--- src/rtl/ysyx_22051013_ifu_fetch_if.sv ---
// Instruction-memory port of the fetch unit: one request channel, one response channel.
// The fetch unit is the master; the memory (or its adapter) is the slave.
interface ysyx_22051013_ifu_fetch_if #(
   parameter int XLEN = 64
) ();
   logic            imem_req_valid;
   logic            imem_req_ready;
   logic [XLEN-1:0] imem_req_addr;
   logic            imem_resp_valid;
   logic [63:0]     imem_resp_data;

   modport master (
      output imem_req_valid,
      output imem_req_addr,
      input  imem_req_ready,
      input  imem_resp_valid,
      input  imem_resp_data
   );

   modport slave (
      input  imem_req_valid,
      input  imem_req_addr,
      output imem_req_ready,
      output imem_resp_valid,
      output imem_resp_data
   );
endinterface

--- src/rtl/ysyx_22051013_ifu_fetch.sv ---
// Instruction fetch unit: owns the PC, issues one 64-bit fetch at a time, hands {pc, inst}
// to decode over valid/ready, and squashes fetches made stale by a jump redirect.
module ysyx_22051013_ifu_fetch #(
   parameter int              XLEN     = 64,
   parameter logic [XLEN-1:0] RESET_PC = XLEN'(64'h0000_0000_8000_0000)
) (
   input  logic                                clk,
   input  logic                                rst,
   ysyx_22051013_ifu_fetch_if.master           imem,
   input  logic                                jump_i,
   input  logic [XLEN-1:0]                     jump_pc_i,
   output logic                                out_valid,
   input  logic                                out_ready,
   output logic [XLEN-1:0]                     pc_o,
   output logic [31:0]                         inst_o
);

   typedef enum logic [1:0] {
      S_IDLE,
      S_REQ,
      S_WAIT,
      S_HOLD
   } state_t;

   state_t          state;
   state_t          state_nxt;
   logic [XLEN-1:0] pc;
   logic [XLEN-1:0] pc_nxt;
   logic [XLEN-1:0] req_pc;
   logic            drop;
   logic            drop_nxt;
   logic            out_valid_nxt;
   logic            capture;
   logic            enter_req;
   logic [XLEN-1:0] jump_tgt;

   assign jump_tgt = jump_pc_i & ~XLEN'(3);

   always_comb begin
      state_nxt     = state;
      pc_nxt        = pc;
      drop_nxt      = drop;
      out_valid_nxt = out_valid;
      capture       = 1'b0;
      case (state)
         S_IDLE: begin
            state_nxt = S_REQ;
            if (jump_i) pc_nxt = jump_tgt;
         end
         S_REQ: begin
            // The request already on the bus cannot be withdrawn; mark its response for discard.
            if (jump_i) begin
               pc_nxt   = jump_tgt;
               drop_nxt = 1'b1;
            end
            if (imem.imem_req_ready) state_nxt = S_WAIT;
         end
         S_WAIT: begin
            if (jump_i) begin
               pc_nxt   = jump_tgt;
               drop_nxt = 1'b1;
            end
            if (imem.imem_resp_valid) begin
               if (drop || jump_i) begin
                  drop_nxt  = 1'b0;
                  state_nxt = S_REQ;
               end else begin
                  capture       = 1'b1;
                  out_valid_nxt = 1'b1;
                  state_nxt     = S_HOLD;
               end
            end
         end
         S_HOLD: begin
            // A jump wins over the sequential pc+4 whether or not decode took the instruction.
            if (jump_i) begin
               pc_nxt        = jump_tgt;
               out_valid_nxt = 1'b0;
               state_nxt     = S_REQ;
            end else if (out_ready) begin
               pc_nxt        = pc + XLEN'(4);
               out_valid_nxt = 1'b0;
               state_nxt     = S_REQ;
            end
         end
         default: state_nxt = S_IDLE;
      endcase
   end

   assign enter_req = (state_nxt == S_REQ) && (state != S_REQ);

   always_ff @(posedge clk or negedge rst) begin
      if (!rst) begin
         state     <= S_IDLE;
         pc        <= RESET_PC;
         req_pc    <= RESET_PC;
         drop      <= 1'b0;
         out_valid <= 1'b0;
         pc_o      <= RESET_PC;
         inst_o    <= 32'd0;
      end else begin
         state     <= state_nxt;
         pc        <= pc_nxt;
         drop      <= drop_nxt;
         out_valid <= out_valid_nxt;
         if (enter_req) req_pc <= pc_nxt;
         if (capture) begin
            inst_o <= req_pc[2] ? imem.imem_resp_data[63:32] : imem.imem_resp_data[31:0];
            pc_o   <= req_pc;
         end
      end
   end

   assign imem.imem_req_valid = (state == S_REQ);
   assign imem.imem_req_addr  = {req_pc[XLEN-1:3], 3'b000};

endmodule
--- src/flat_wrapper.sv ---
// flat-port wrapper written by rule: the top's interface ports become plain ports
module ysyx_22051013_ifu_fetch_flat 
#(
   parameter int              XLEN     = 64,
   parameter logic [XLEN-1:0] RESET_PC = XLEN'(64'h0000_0000_8000_0000)
)
  (clk, rst, jump_i, jump_pc_i, out_valid, out_ready, pc_o, inst_o, imem_imem_req_valid, imem_imem_req_addr, imem_imem_req_ready, imem_imem_resp_valid, imem_imem_resp_data);
  ysyx_22051013_ifu_fetch_if #(.XLEN(XLEN)) imem_i ();
  input  logic clk;
  input  logic rst;
  input  logic jump_i;
  input  logic [XLEN-1:0] jump_pc_i;
  output logic out_valid;
  input  logic out_ready;
  output logic [XLEN-1:0] pc_o;
  output logic [31:0] inst_o;
  output wire logic [$bits(imem_i.imem_req_valid)-1:0] imem_imem_req_valid;
  output wire logic [$bits(imem_i.imem_req_addr)-1:0] imem_imem_req_addr;
  input wire logic [$bits(imem_i.imem_req_ready)-1:0] imem_imem_req_ready;
  input wire logic [$bits(imem_i.imem_resp_valid)-1:0] imem_imem_resp_valid;
  input wire logic [$bits(imem_i.imem_resp_data)-1:0] imem_imem_resp_data;
  assign imem_imem_req_valid = imem_i.imem_req_valid;
  assign imem_imem_req_addr = imem_i.imem_req_addr;
  assign imem_i.imem_req_ready = imem_imem_req_ready;
  assign imem_i.imem_resp_valid = imem_imem_resp_valid;
  assign imem_i.imem_resp_data = imem_imem_resp_data;
  ysyx_22051013_ifu_fetch #(.XLEN(XLEN), .RESET_PC(RESET_PC)) u_core (.clk(clk), .rst(rst), .imem(imem_i), .jump_i(jump_i), .jump_pc_i(jump_pc_i), .out_valid(out_valid), .out_ready(out_ready), .pc_o(pc_o), .inst_o(inst_o));
endmodule
--- config.mk ---
export PLATFORM = sky130hd
export DESIGN_NAME = ysyx_22051013_ifu_fetch_flat
export DESIGN_NICKNAME = d
export VERILOG_FILES = /design/src/rtl/ysyx_22051013_ifu_fetch_if.sv /design/src/rtl/ysyx_22051013_ifu_fetch.sv /design/src/flat_wrapper.sv
export SDC_FILE = /design/constraint.sdc
export NUM_CORES = 1
export LEC_CHECK = 0
export CAP_MARGIN = 20
export CORE_MARGIN = 2
export CORE_UTILIZATION = 49
export CTS_CLUSTER_DIAMETER = 150
export DETAILED_ROUTE_END_ITERATION = 8
export PLACE_DENSITY = 0.87
export SYNTH_ARGS = -nofsm -noshare
export SYNTH_HDL_FRONTEND = slang
export SYNTH_SLANG_ARGS = --single-unit
--- constraint.sdc ---
create_clock -name clk -period 3 [get_ports clk]
set_input_delay 0.6 -clock clk [delete_from_list [all_inputs] [get_ports clk]]
set_output_delay 0.6 -clock clk [all_outputs]
set_load 0.1 [all_outputs]
=== Word level (Yosys, flattened, before mapping) ===
Cells that the tools add are included.

* Word-level logic and storage cells: 46
* Output and inout port bits: 162
* Bits of input ports: 134
* Register bits after elaboration: 228

* Reduce and logical (&&, ||, !) cells: 7
* Multiplexer cells: 23
* Add/subtract/negate cells: 1
* Equality and inequality tests: 8

{| class="wikitable"
|+ Operators by type and width
! cell !! number
|-
| 64-bit two-way mux || 3
|-
| 64-bit case mux with 2 select lines || 1
|-
| 64-bit by 3-bit adder with 64-bit output, second input constant || 1
|-
| 32-bit two-way mux || 1
|-
| 1-bit two-way mux || 10
|-
| 2-bit two-way mux || 5
|-
| 2-bit case mux with 4 select lines || 1
|-
| 2-bit by 1-bit equality test with 1-bit output, second input constant || 2
|-
| 2-bit equality test, second input constant || 2
|-
| 2-bit != test, second input constant || 2
|-
| 1-bit case mux with 2 select lines || 2
|-
| 4-bit AND reduction || 1
|-
| 2-bit nonzero test || 2
|-
| 3-bit != test, second input constant || 1
|-
| 3-bit OR reduction || 1
|-
| 2-bit zero test || 1
|-
| 2-bit by 1-bit != test with 1-bit output, second input constant || 1
|-
| 1-bit logical AND || 1
|-
| 1-bit logical OR || 1
|}

=== Logic depth before layout (Yosys ltp) ===
Gate-level depths: netlist of run 1.

* Depth in word-level cells: 6
* Gate-level depth with buffers: 9

=== Worst setup path before layout of run 1 ===
No wires, ideal clock.

* Kind: register -> register
* From: register u_core.state[1]
* To: register u_core.req_pc[10]
* Stages on the path, launching flop included: 9
* Data required time: 2.875 ns
* Path slack: 0.164 ns
* Period minus slack after synthesis: 2.836 ns
* Arrival time: 2.712 ns
* Path buffers: 1
* Cells stage by stage: dfrtp_1 inv_1 ha_1 nor2b_1 o21ai_0 a31o_2 nor2_1 buf_2 mux2_2

* Elaborated cells on any way between the ends: 14
* Those cells by class: eq/ne (5); mux (6); reduce/logical (3)

{| class="wikitable"
|+ RTL lines
! item !! line !! RTL
|-
| from (decl) || ysyx_22051013_ifu_fetch.sv:25 || <nowiki>state_t state;</nowiki>
|-
| from (signal assigned) || ysyx_22051013_ifu_fetch.sv:102 || <nowiki>state <= state_nxt;</nowiki>
|-
| 2-bit by 1-bit equality test with 1-bit output * || -- ||
|-
| named net imem_imem_req_valid || flat_wrapper.sv:17 || <nowiki>output wire logic [$bits(imem_i.imem_req_valid)-1:0] imem_imem_req_valid;</nowiki>
|-
| 2-bit case mux with 4 select lines || ysyx_22051013_ifu_fetch.sv:45 || <nowiki>case (state)</nowiki>
|-
| 2-bit by 1-bit equality test with 1-bit output || ysyx_22051013_ifu_fetch.sv:90 || <nowiki>assign enter_req = (state_nxt == S_REQ) && (state != S_REQ);</nowiki>
|-
| 1-bit logical AND || ysyx_22051013_ifu_fetch.sv:90 ||
|-
| to (signal assigned) || ysyx_22051013_ifu_fetch.sv:106 || <nowiki>if (enter_req) req_pc <= pc_nxt;</nowiki>
|-
| to (decl) || ysyx_22051013_ifu_fetch.sv:29 || <nowiki>logic [XLEN-1:0] req_pc;</nowiki>
|}

The timed path passes the listed nets; every way through them passes the cells marked *.
A chain may end at the register's enable or synchronous reset.

=== Final worst setup path of run 1 ===
* From: register u_core.pc[2]
* To: register u_core.req_pc[62]

* Word-level cells in the longest chain between the ends: 4

{| class="wikitable"
|+ Ends and longest elaborated chain
! item !! line !! RTL
|-
| from (decl) || ysyx_22051013_ifu_fetch.sv:27 || <nowiki>logic [XLEN-1:0] pc;</nowiki>
|-
| from (signal assigned) || ysyx_22051013_ifu_fetch.sv:103 || <nowiki>pc <= pc_nxt;</nowiki>
|-
| 64-bit by 3-bit adder with 64-bit output || ysyx_22051013_ifu_fetch.sv:81 || <nowiki>pc_nxt = pc + XLEN'(4);</nowiki>
|-
| 64-bit two-way mux || ysyx_22051013_ifu_fetch.sv:80 || <nowiki>end else if (out_ready) begin</nowiki>
|-
| 64-bit two-way mux || ysyx_22051013_ifu_fetch.sv:76 || <nowiki>if (jump_i) begin</nowiki>
|-
| 64-bit case mux with 2 select lines || ysyx_22051013_ifu_fetch.sv:45 ||
|}

No other way between the ends.

==> results of run 1 <==
==> critical path: cells and delay by family, from the launching register on <==
family | cells | cell delay, ns
simple gates | 3 | 0.91
compound gates | 2 | 0.49
buf+inv | 2 | 0.41
flops | 1 | 0.38
fa+ha+maj | 1 | 0.23
==> logic make-up (layout without fill, tap and decap cells) <==
logic type / after synthesis / count (layout)
XOR/XNOR: 12 / 12
buffers and inverters: 125 / 373
AND/OR/NAND/NOR: 257 / 257
multiplexers: 200 / 200
adder cells (fa/ha/maj): 6 / 6
flip-flops: 228 / 228
other: 1 / 5
AO/OA/AOI/OAI: 133 / 133
==> layout by cell type (no fill, tap or decap), types with 24 or more instances in the layout <==
master,count
a21oi_1,40
buf_4,183
clkbuf_16,24
clkdlybuf4s50_1,129
dfrtp_1,224
mux2_2,123
mux2i_1,77
nand2_1,39
nand4_1,32
nor2_1,72
o21ai_0,35
==> worst max path at each step <==
stage,startpoint,end,slack [ns],cells past startpoint
floorplan,u_core.state[1],u_core.req_pc[10],0.16,8
detailed placement,out_ready,u_core.req_pc[62],0.16,7
global route,u_core.pc[2],u_core.req_pc[62],0.25,8
finish,u_core.pc[2],u_core.req_pc[62],0.45,8
global placement,out_ready,u_core.req_pc[62],0.31,7
CTS,u_core.pc[2],u_core.req_pc[62],0.47,8
==> stage by stage <==
stage | utilization (%) | instances
after floorplan | - | 964
after global placement | 60.42 | 1456
after global routing | 63.98 | 1498
after detailed placement | 60.42 | 1456
final | 63.99 | 1499
after CTS | 63.97 | 1497
==> layout make-up <==
class | count | share of cell area (%)
clock buffers | 34 | 4.864
clock inverters | 7 | 0.6711
repair buffers | 318 | 19.37
well taps | 285 | 2.484
flip-flops and latches | 228 | 39.78
multi-input cells | 611 | 32.43
inverters | 14 | 0.3661
diodes | 2 | 0.03486
==> sequential cells by signal (all words and copies together), names as in the netlist <==
register,count
u_core.pc,64
u_core.inst_o,32
u_core.drop,1
u_core.req_pc,64
u_core.pc_o,64
u_core.out_valid,1
u_core.state,2
==> routing by layer <==
| layer | up-vias | global-route usage (%) |
|---|---|---|
| met5 | - | 0 |
| met4 | 0 | 7.584 |
| met3 | 69 | 5.184 |
| met2 | 291 | 38.91 |
| met1 | 4117 | 31.09 |
| li1 | 3916 | - |
==> results.toml, run 1 <==
[floorplan]
ios = 296
fp-row-count = 55
core_um2 = 22430
die-area_um2 = 23830
start_util_pct = 49.39
die_w_um = 154.4
die_y_um = 154.4

[final_layout]
multi_input_area_um2 = 4656
syn2layout_area_growth_pct = 29.55
fin_nets = 1337
drive_gt1_share_pct = 32.01
fillCellCount = 1742
area.sequential_um2 = 5710
final_area_um2 = 14360

[setup_path]
crit_path_max_incr_delay_ns = 0.41
path_max_fanout = 10
r2r_cells = 8
required_ns = 3.41
critPathCaptureType = "flop"
arrival_ns = 2.95
reg2reg_to = "u_core.req_pc[62]"
worstReg2RegStart = "u_core.pc[2]"
critPathKind = "reg -> reg"
worstPathCellList = "ha_1, nand3_1, buf_4, nor4_1, buf_4, and3_1, a31oi_1, o31ai_2"
start_kind = "flop"
ff2ff_setup_slack_ns = 0.45
crit_top_cell = "buf_4"
timing.critical_path.slowest_stage_cell = "and3_1"

[global_route]
grt_usage_pct = 23.53
grt_max_degree = 129
grt_first_pass_wirelength_um = 45570
antenna_found_initial = 2
first_global_vias = 8555
grt_overflow = 0

[clock_tree]
cts_tree = "built"
root_buffer = "clkbuf_16"
clk_latency_ns = 0.52
ctsResizeCount = 0
cts_sinks = 228
cts_made_buffers = 24
cts.path.max_buffers = 3
ctsHoldBuffers = 0
h-tree-depth = 1
post_cts_buffers = 0
clk_pin_slew_ns = 0.06

[placed_design]
io_buffers = 290
hpwlAfterDp_um = 20380
routabilityCongestion = 0.8126
dp_slack_ns = 0.1643
placement.cell_area_um2 = 13560

[timing]
fin_crit_sh_pct = 84.86
worst_pin_slew_ns = 0.9860
finalSetupViolCount = 0
period_minus_slack_ns = 2.546
finalWorstSetupSlack_ns = 0.4543
clock_skew_ns = 0.01678
rsz0062_at_grt = "false"
whs_ns = 0.06218
tns_ns = 0
clock.fmax_mhz = 392.8
final-hold-violation-count = 0
finalMaxSlewViolations = 0
relSlewSlack_pct = 34.27

[detailed_routing]
dr_total_vias = 8393
ant_nets = 0
met1Wirelength_um = 12080
wire_per_inst_um = 19.13
wl_met2_um = 13920
drtPass1Iterations = 5
top_layer_used = "met4"
drt_iter0_drc = 495
routed_via_density = 5.599
post-route-drc-count = 0
wl_met3_um = 1824
drt-total-wl_um = 28680

[logic_synthesis]
synth.distinct_cells = 58
synth_top_family_by_area = "multiplexers"
synth_xor_area_share_pct = 0.9485
yosys.area.top_type_share_pct = 50.81
synthArstFlopShare_pct = 100.0
synth_edf_count = 0
synth-simple-area-share_pct = 12.71
syn_avg_cell_area_um2 = 11.52
yosysTopAreaCell = "dfrtp_1"
synth.cell_area_um2 = 11080
synth.area.top_cells = "dfrtp_1 51%, mux2_2 12%, mux2i_1 7.0%"
synth_cells = 962
yosysMostFrequentCell = "dfrtp_1"
seq_area_frac_synth_pct = 51.52
ys_seq_elements = 228
synthAdderAreaFrac_pct = 0.6775
synth_compound_area_share_pct = 7.769
ys.flop_type = "dfrtp_1"
synthMuxAreaShare_pct = 19.46
yosys_warnings = 0
synth_common_cells = "225 x dfrtp_1, 123 x mux2_2, 77 x mux2i_1"

[flow_run]
maxCapViolations = 0

[run_status]
status = "completed"

[min_path]
worstHoldPathType = "in -> async"
Power of run 1 is not shown: default switching activity piles up to over one toggle a cycle in this logic, so the estimate is an artifact.
==> run 2: changes to the inputs <==
--- a/config.mk
+++ b/config.mk
@@ -7,10 +7,10 @@
 export LEC_CHECK = 0
 export CAP_MARGIN = 20
 export CORE_MARGIN = 2
-export CORE_UTILIZATION = 49
+export CORE_UTILIZATION = 44
 export CTS_CLUSTER_DIAMETER = 150
 export DETAILED_ROUTE_END_ITERATION = 8
-export PLACE_DENSITY = 0.87
+export PLACE_DENSITY = 0.83
 export SYNTH_ARGS = -nofsm -noshare
 export SYNTH_HDL_FRONTEND = slang
 export SYNTH_SLANG_ARGS = --single-unit
==> constraint.sdc (replaced) <==
create_clock -name clk -period 2.15 [get_ports clk]
set_input_delay 0.43 -clock clk [delete_from_list [all_inputs] [get_ports clk]]
set_output_delay 0.43 -clock clk [all_outputs]
set_load 0.1 [all_outputs]
==> run 2 against run 1 <==
Effect of this change: global-route usage is 1.4 points lower; first-iteration DRC count grew 15%; fmax is 21% higher; clock skew is 0.0057 ns lower; non-clock buffer count grew 71; register-to-register slack lost 0.42 ns; via count rose by 4.6%; worst setup slack worse by 0.42 ns; final area rose by 7.3%; largest cell class unchanged; critical path type unchanged; sequential cell count stayed put; worst hold slack improved by 0.31 ns; critical path depth is 2 lower.
==> results.toml, run 2 (same netlist as run 1, synthesis figures left out) <==
[timing]
period_minus_slack_ns = 2.112
rsz0062_at_grt = "true"
clock.fmax_mhz = 473.4
whs_ns = 0.3699
relSlewSlack_pct = 62.60
worst_pin_slew_ns = 0.5610
final-hold-violation-count = 0
fin_crit_sh_pct = 98.25
clock_skew_ns = 0.01110
finalMaxSlewViolations = 0
tns_ns = 0
finalSetupViolCount = 0

[detailed_routing]
wire_per_inst_um = 18.32
drt-total-wl_um = 29660
drt_iter0_drc = 570
dr_total_vias = 8779
ant_nets = 0
routed_via_density = 5.422
drtPass1Iterations = 5
post-route-drc-count = 0

[clock_tree]
h-tree-depth = 1
cts_tree = "built"
cts_sinks = 228
clk_pin_slew_ns = 0.06
cts_made_buffers = 25
clk_latency_ns = 0.53
root_buffer = "clkbuf_16"
cts.path.max_buffers = 3

[power]
switching_share_pct = 52.75
report.power.total_w = 0.02629
pwr_density_cell_nw_per_um2 = 1707
comb_power_share_pct = 56.5
p_sw_w = 0.01387
power.share.clock_pct = 18.1
p_seq_share_pct = 25.5
power_leakage_nw = 7.156
p_int_w = 0.01242
irDropWorstVdd_uv = 2009

[final_layout]
drive_gt1_share_pct = 38.04
fin_nets = 1409
fillCellCount = 1980
syn2layout_area_growth_pct = 39.01
fin_util_pct = 61.70
final_cell_mix = "239 x buf_4, 222 x dfrtp_1, 129 x clkdlybuf4s50_1"
final_common_cell = "buf_4"
area.sequential_um2 = 5713
stdcell_count = 1619
multi_input_area_um2 = 4846
top_regs = "u_core.pc (64), u_core.pc_o (64), u_core.req_pc (64)"

[placed_design]
io_buffers = 290
routabilityCongestion = 0.8565
dp_cells = 1563
hpwlAfterDp_um = 21780

[global_route]
grt_first_pass_wirelength_um = 47020
grt_max_degree = 65
grt_overflow = 0
grt_usage_pct = 22.09
antenna_found_initial = 2
first_global_vias = 8996

[min_path]
worstHoldPathType = "in -> async"

[setup_path]
path_max_fanout = 5
start_kind = "flop"
reg2reg_to = "u_core.req_pc[20]"
timing.critical_path.slowest_stage_cell = "or4_4"
required_ns = 2.56
arrival_ns = 2.52
worstPathCellList = "ha_2, nand3_2, or4_4, o31a_1, o31a_1, mux2_4"
r2r_cells = 6
critPathCaptureType = "flop"
crit_top_cell = "o31a_1"
crit_path_max_incr_delay_ns = 0.48
worstReg2RegStart = "u_core.pc[2]"
critPathKind = "reg -> reg"
ff2ff_setup_slack_ns = 0.04

[floorplan]
start_util_pct = 44.39
die_y_um = 162.7
core_um2 = 24960
fp-row-count = 58
ios = 296
die_w_um = 162.7
die-area_um2 = 26470

[run_status]
status = "completed"

[flow_run]
maxCapViolations = 0
-- run 2: repair_timing --
item	4_1_cts	5_1_grt
endpoints found under the setup margin	92	129
gates resized for setup	6	27
endpoints found under the hold margin	33	0
setup buffers	1	8
pin swaps	1	8
hold buffers	1	0
-- run 2: power by group through the flow --
stage               registers (W)  clock network (W)  logic, W
CTS                       0.00670            0.00485    0.0148
floorplan                  0.0106                  0   0.00815
finish                    0.00670            0.00475    0.0148
global route              0.00688            0.00505    0.0153
detailed placement        0.00675                  0    0.0147
global placement          0.00668                  0    0.0146
-- run 2: worst max-delay path by stage --
stage	from	endpoint	slack, ns
final	u_core.pc[2]	u_core.req_pc[20]	0.04
after global routing	u_core.state[1]	u_core.req_pc[36]	-0.04
after detailed placement	out_ready	u_core.req_pc[55]	-0.40
after CTS	u_core.state[1]	u_core.req_pc[48]	0.004
after global placement	out_ready	u_core.req_pc[18]	-0.30
after floorplan	u_core.state[0]	u_core.pc_o[10]	-0.07
-- run 2: cell type report --
class                           count  area share (%)
Inverter                           14          0.3412
Multi-Input combinational cell    611           31.46
Clock buffer                       34           4.476
Timing Repair Buffer              389           22.49
Sequential cell                   228           37.09
Tap cell                          330           2.681
Clock inverter                     12           1.446
Antenna cell                        1         0.01625
-- run 2: layer usage --
| layer | track usage, % | part of all wire, % |
|---|---|---|
| met3 | 5.449 | 7.4 |
| met2 | 37.58 | 49 |
| met1 | 28.16 | 41 |
| met4 | 5.833 | 2.3 |
| met5 | 0.9470 | 0.044 |
-- run 2: through the flow --
step	worst slack, ns	cell area [um^2]
after floorplan	-0.06697	11160
after global placement	-0.2995	14240
final	0.03763	15400
after detailed placement	-0.3956	14240
after CTS	0.003809	15190
after global routing	-0.04061	15400
-- run 2: worst max-delay path: cells and delay by family, from the launching register on --
family,cells,cell delay [ns]
mux,1,0.26
flops,1,0.36
simple gates,2,0.57
compound gates,2,0.61
fa+ha+maj,1,0.19
Note: power is estimated with default switching activity, not from simulation.
==> run 3: changes to the inputs <==
--- a/config.mk
+++ b/config.mk
@@ -11,6 +11,7 @@
 export CTS_CLUSTER_DIAMETER = 150
 export DETAILED_ROUTE_END_ITERATION = 8
 export PLACE_DENSITY = 0.83
+export SETUP_SLACK_MARGIN = 0.05
 export SYNTH_ARGS = -nofsm -noshare
 export SYNTH_HDL_FRONTEND = slang
 export SYNTH_SLANG_ARGS = --single-unit
==> run 3 against run 2 <==
Effect of this change: the run now ends with setup timing left; worst hold slack better by 0.043 ns; core utilization up 1.6 points; sequential power about the same; die area unchanged; final area up 2.5%; clock skew about the same; global-route usage up 0.12 points; first-iteration DRC count up 22%; total power up 4.6%; non-clock buffer count up 10; critical endpoint is now u_core.req_pc[48].
==> results.toml, run 3 (same netlist as run 1, synthesis figures left out) <==
[global_route]
top_usage_layer = "met2"
grt_max_degree = 57
antenna_found_initial = 4
met1_usage_pct = 28.08
grt_overflow = 0
grtUsageMet3_pct = 4.991
grt_first_pass_wirelength_um = 46720
grt_use_met2_pct = 37.60
grt_usage_pct = 22.21
first_global_vias = 8972

[detailed_routing]
drt-total-wl_um = 31420
drt_iter0_drc = 696
ant_nets = 0
drtPass1Iterations = 6
post-route-drc-count = 0
routed_via_density = 5.464
wire_per_inst_um = 19.25
dr_total_vias = 8917

[flow_run]
maxCapViolations = 0

[final_layout]
drive_gt1_share_pct = 39.29
fillCellCount = 1934
top_regs = "u_core.pc (64), u_core.pc_o (64), u_core.req_pc (64)"
syn2layout_area_growth_pct = 42.51
fin_nets = 1420
multi_input_area_um2 = 5040
final_area_um2 = 15790
stdcell_count = 1632
final_cell_mix = "239 x buf_4, 223 x dfrtp_1, 129 x clkdlybuf4s50_1"
area.sequential_um2 = 5712
final_common_cell = "buf_4"

[timing]
fin_crit_sh_pct = 100.9
final-hold-violation-count = 0
finalSetupViolCount = 3
worst_pin_slew_ns = 0.5709
clock.fmax_mhz = 461.0
clock_skew_ns = 0.01108
finalMaxSlewViolations = 0
relSlewSlack_pct = 61.94
rsz0062_at_grt = "true"
tns_ns = -0.03790
period_minus_slack_ns = 2.169
whs_ns = 0.4131
finalWorstSetupSlack_ns = -0.01899

[placed_design]
dp_cells = 1562
io_buffers = 290
dp_slack_ns = -0.4308
placement.cell_area_um2 = 14220
hpwlAfterDp_um = 21740
routabilityCongestion = 0.8260

[power]
irDropWorstVdd_uv = 2049
power_leakage_nw = 7.365
pwr_density_cell_nw_per_um2 = 1742

[clock_tree]
root_buffer = "clkbuf_16"
clk_latency_ns = 0.53
cts.path.max_buffers = 3
cts_tree = "built"
h-tree-depth = 1
cts_made_buffers = 26
cts_sinks = 228
clk_pin_slew_ns = 0.06

[setup_path]
required_ns = 2.56
r2r_cells = 10
critPathKind = "reg -> reg"
path_max_fanout = 8
arrival_ns = 2.58
start_kind = "flop"
critPathCaptureType = "flop"

[floorplan]
die-area_um2 = 26470
start_util_pct = 44.39
ios = 296
die_y_um = 162.7
core_um2 = 24960
die_w_um = 162.7
fp-row-count = 58

[min_path]
worstHoldPathType = "in -> async"

[run_status]
status = "complete, but fails checks"
violations = "setup timing"
## run 3: cell count changes in the layout (fill, tap and decap cells not counted), moves of 3 or more
cell       delta
mux2_4       +37
diode_2       +3
buf_6         +5
o21ai_0      -19
mux2_2       -37
clkbuf_16     +4
buf_16        +4
o21ai_1      +17
## run 3: per-stage QoR
step                util, %  total power, W
global placement      56.95         0.02118
global route          63.23         0.02838
detailed placement    56.95         0.02143
floorplan                 -         0.01875
CTS                   61.73         0.02686
finish                63.26         0.02750
## run 3: cell type report
| type | instances | area share (%) |
|---|---|---|
| inverters | 14 | 0.3486 |
| clock buffers | 37 | 4.770 |
| diodes | 4 | 0.06339 |
| clock inverters | 9 | 0.9350 |
| repair buffers | 399 | 23.18 |
| flip-flops and latches | 228 | 36.17 |
| multi-input cells | 611 | 31.92 |
| well taps | 330 | 2.615 |
## run 3: what timing repair did
item,4_1_cts,5_1_grt
endpoints found under the setup margin,117,75
pin swaps,5,10
resized for setup,40,74
endpoints found under the hold margin,48,0
hold buffers,1,0
cloned,3,2
buffers inserted,11,5
## run 3: path summary, 6_finish.rpt
kind / startpoint / to / slack, ns
worst max-delay path: u_core.state[1] / u_core.req_pc[48] / -0.02
worst min-delay path: rst / u_core.pc[1] / 0.41
worst max register to register: u_core.state[1] / u_core.req_pc[48] / -0.02
worst min register to register: u_core.pc_o[45] / u_core.pc_o[45] / 0.51
max in group asynchronous: rst / u_core.req_pc[16] / 1.04
min in group clk: jump_pc_i[16] / u_core.pc[16] / 0.50
## run 3: metal layers
layer	routed length (um)	up-vias	share of wire (%)
li1	-	4097	-
met1	12830	4409	41
met2	15510	340	49
met3	2165	69	6.9
met4	898	2	2.9
met5	11	-	0.035
## run 3: power breakdown
part           leakage (nW)  total, W  switching, W  internal, W
logic                  4.04    0.0161        0.0115      0.00465
registers              2.88   0.00670       0.00106      0.00564
clock network         0.441   0.00465       0.00175      0.00290
## run 3: critical path, cell delays in order (launching register included)
cell and delay [ns]:
dfrtp_1 0.42, buf_6 0.15, inv_4 0.06, ha_4 0.13
nor2b_4 0.13, o21ai_2 0.06, a31o_2 0.26, nor2_4 0.16
buf_12 0.16, buf_12 0.16, mux2_2 0.34
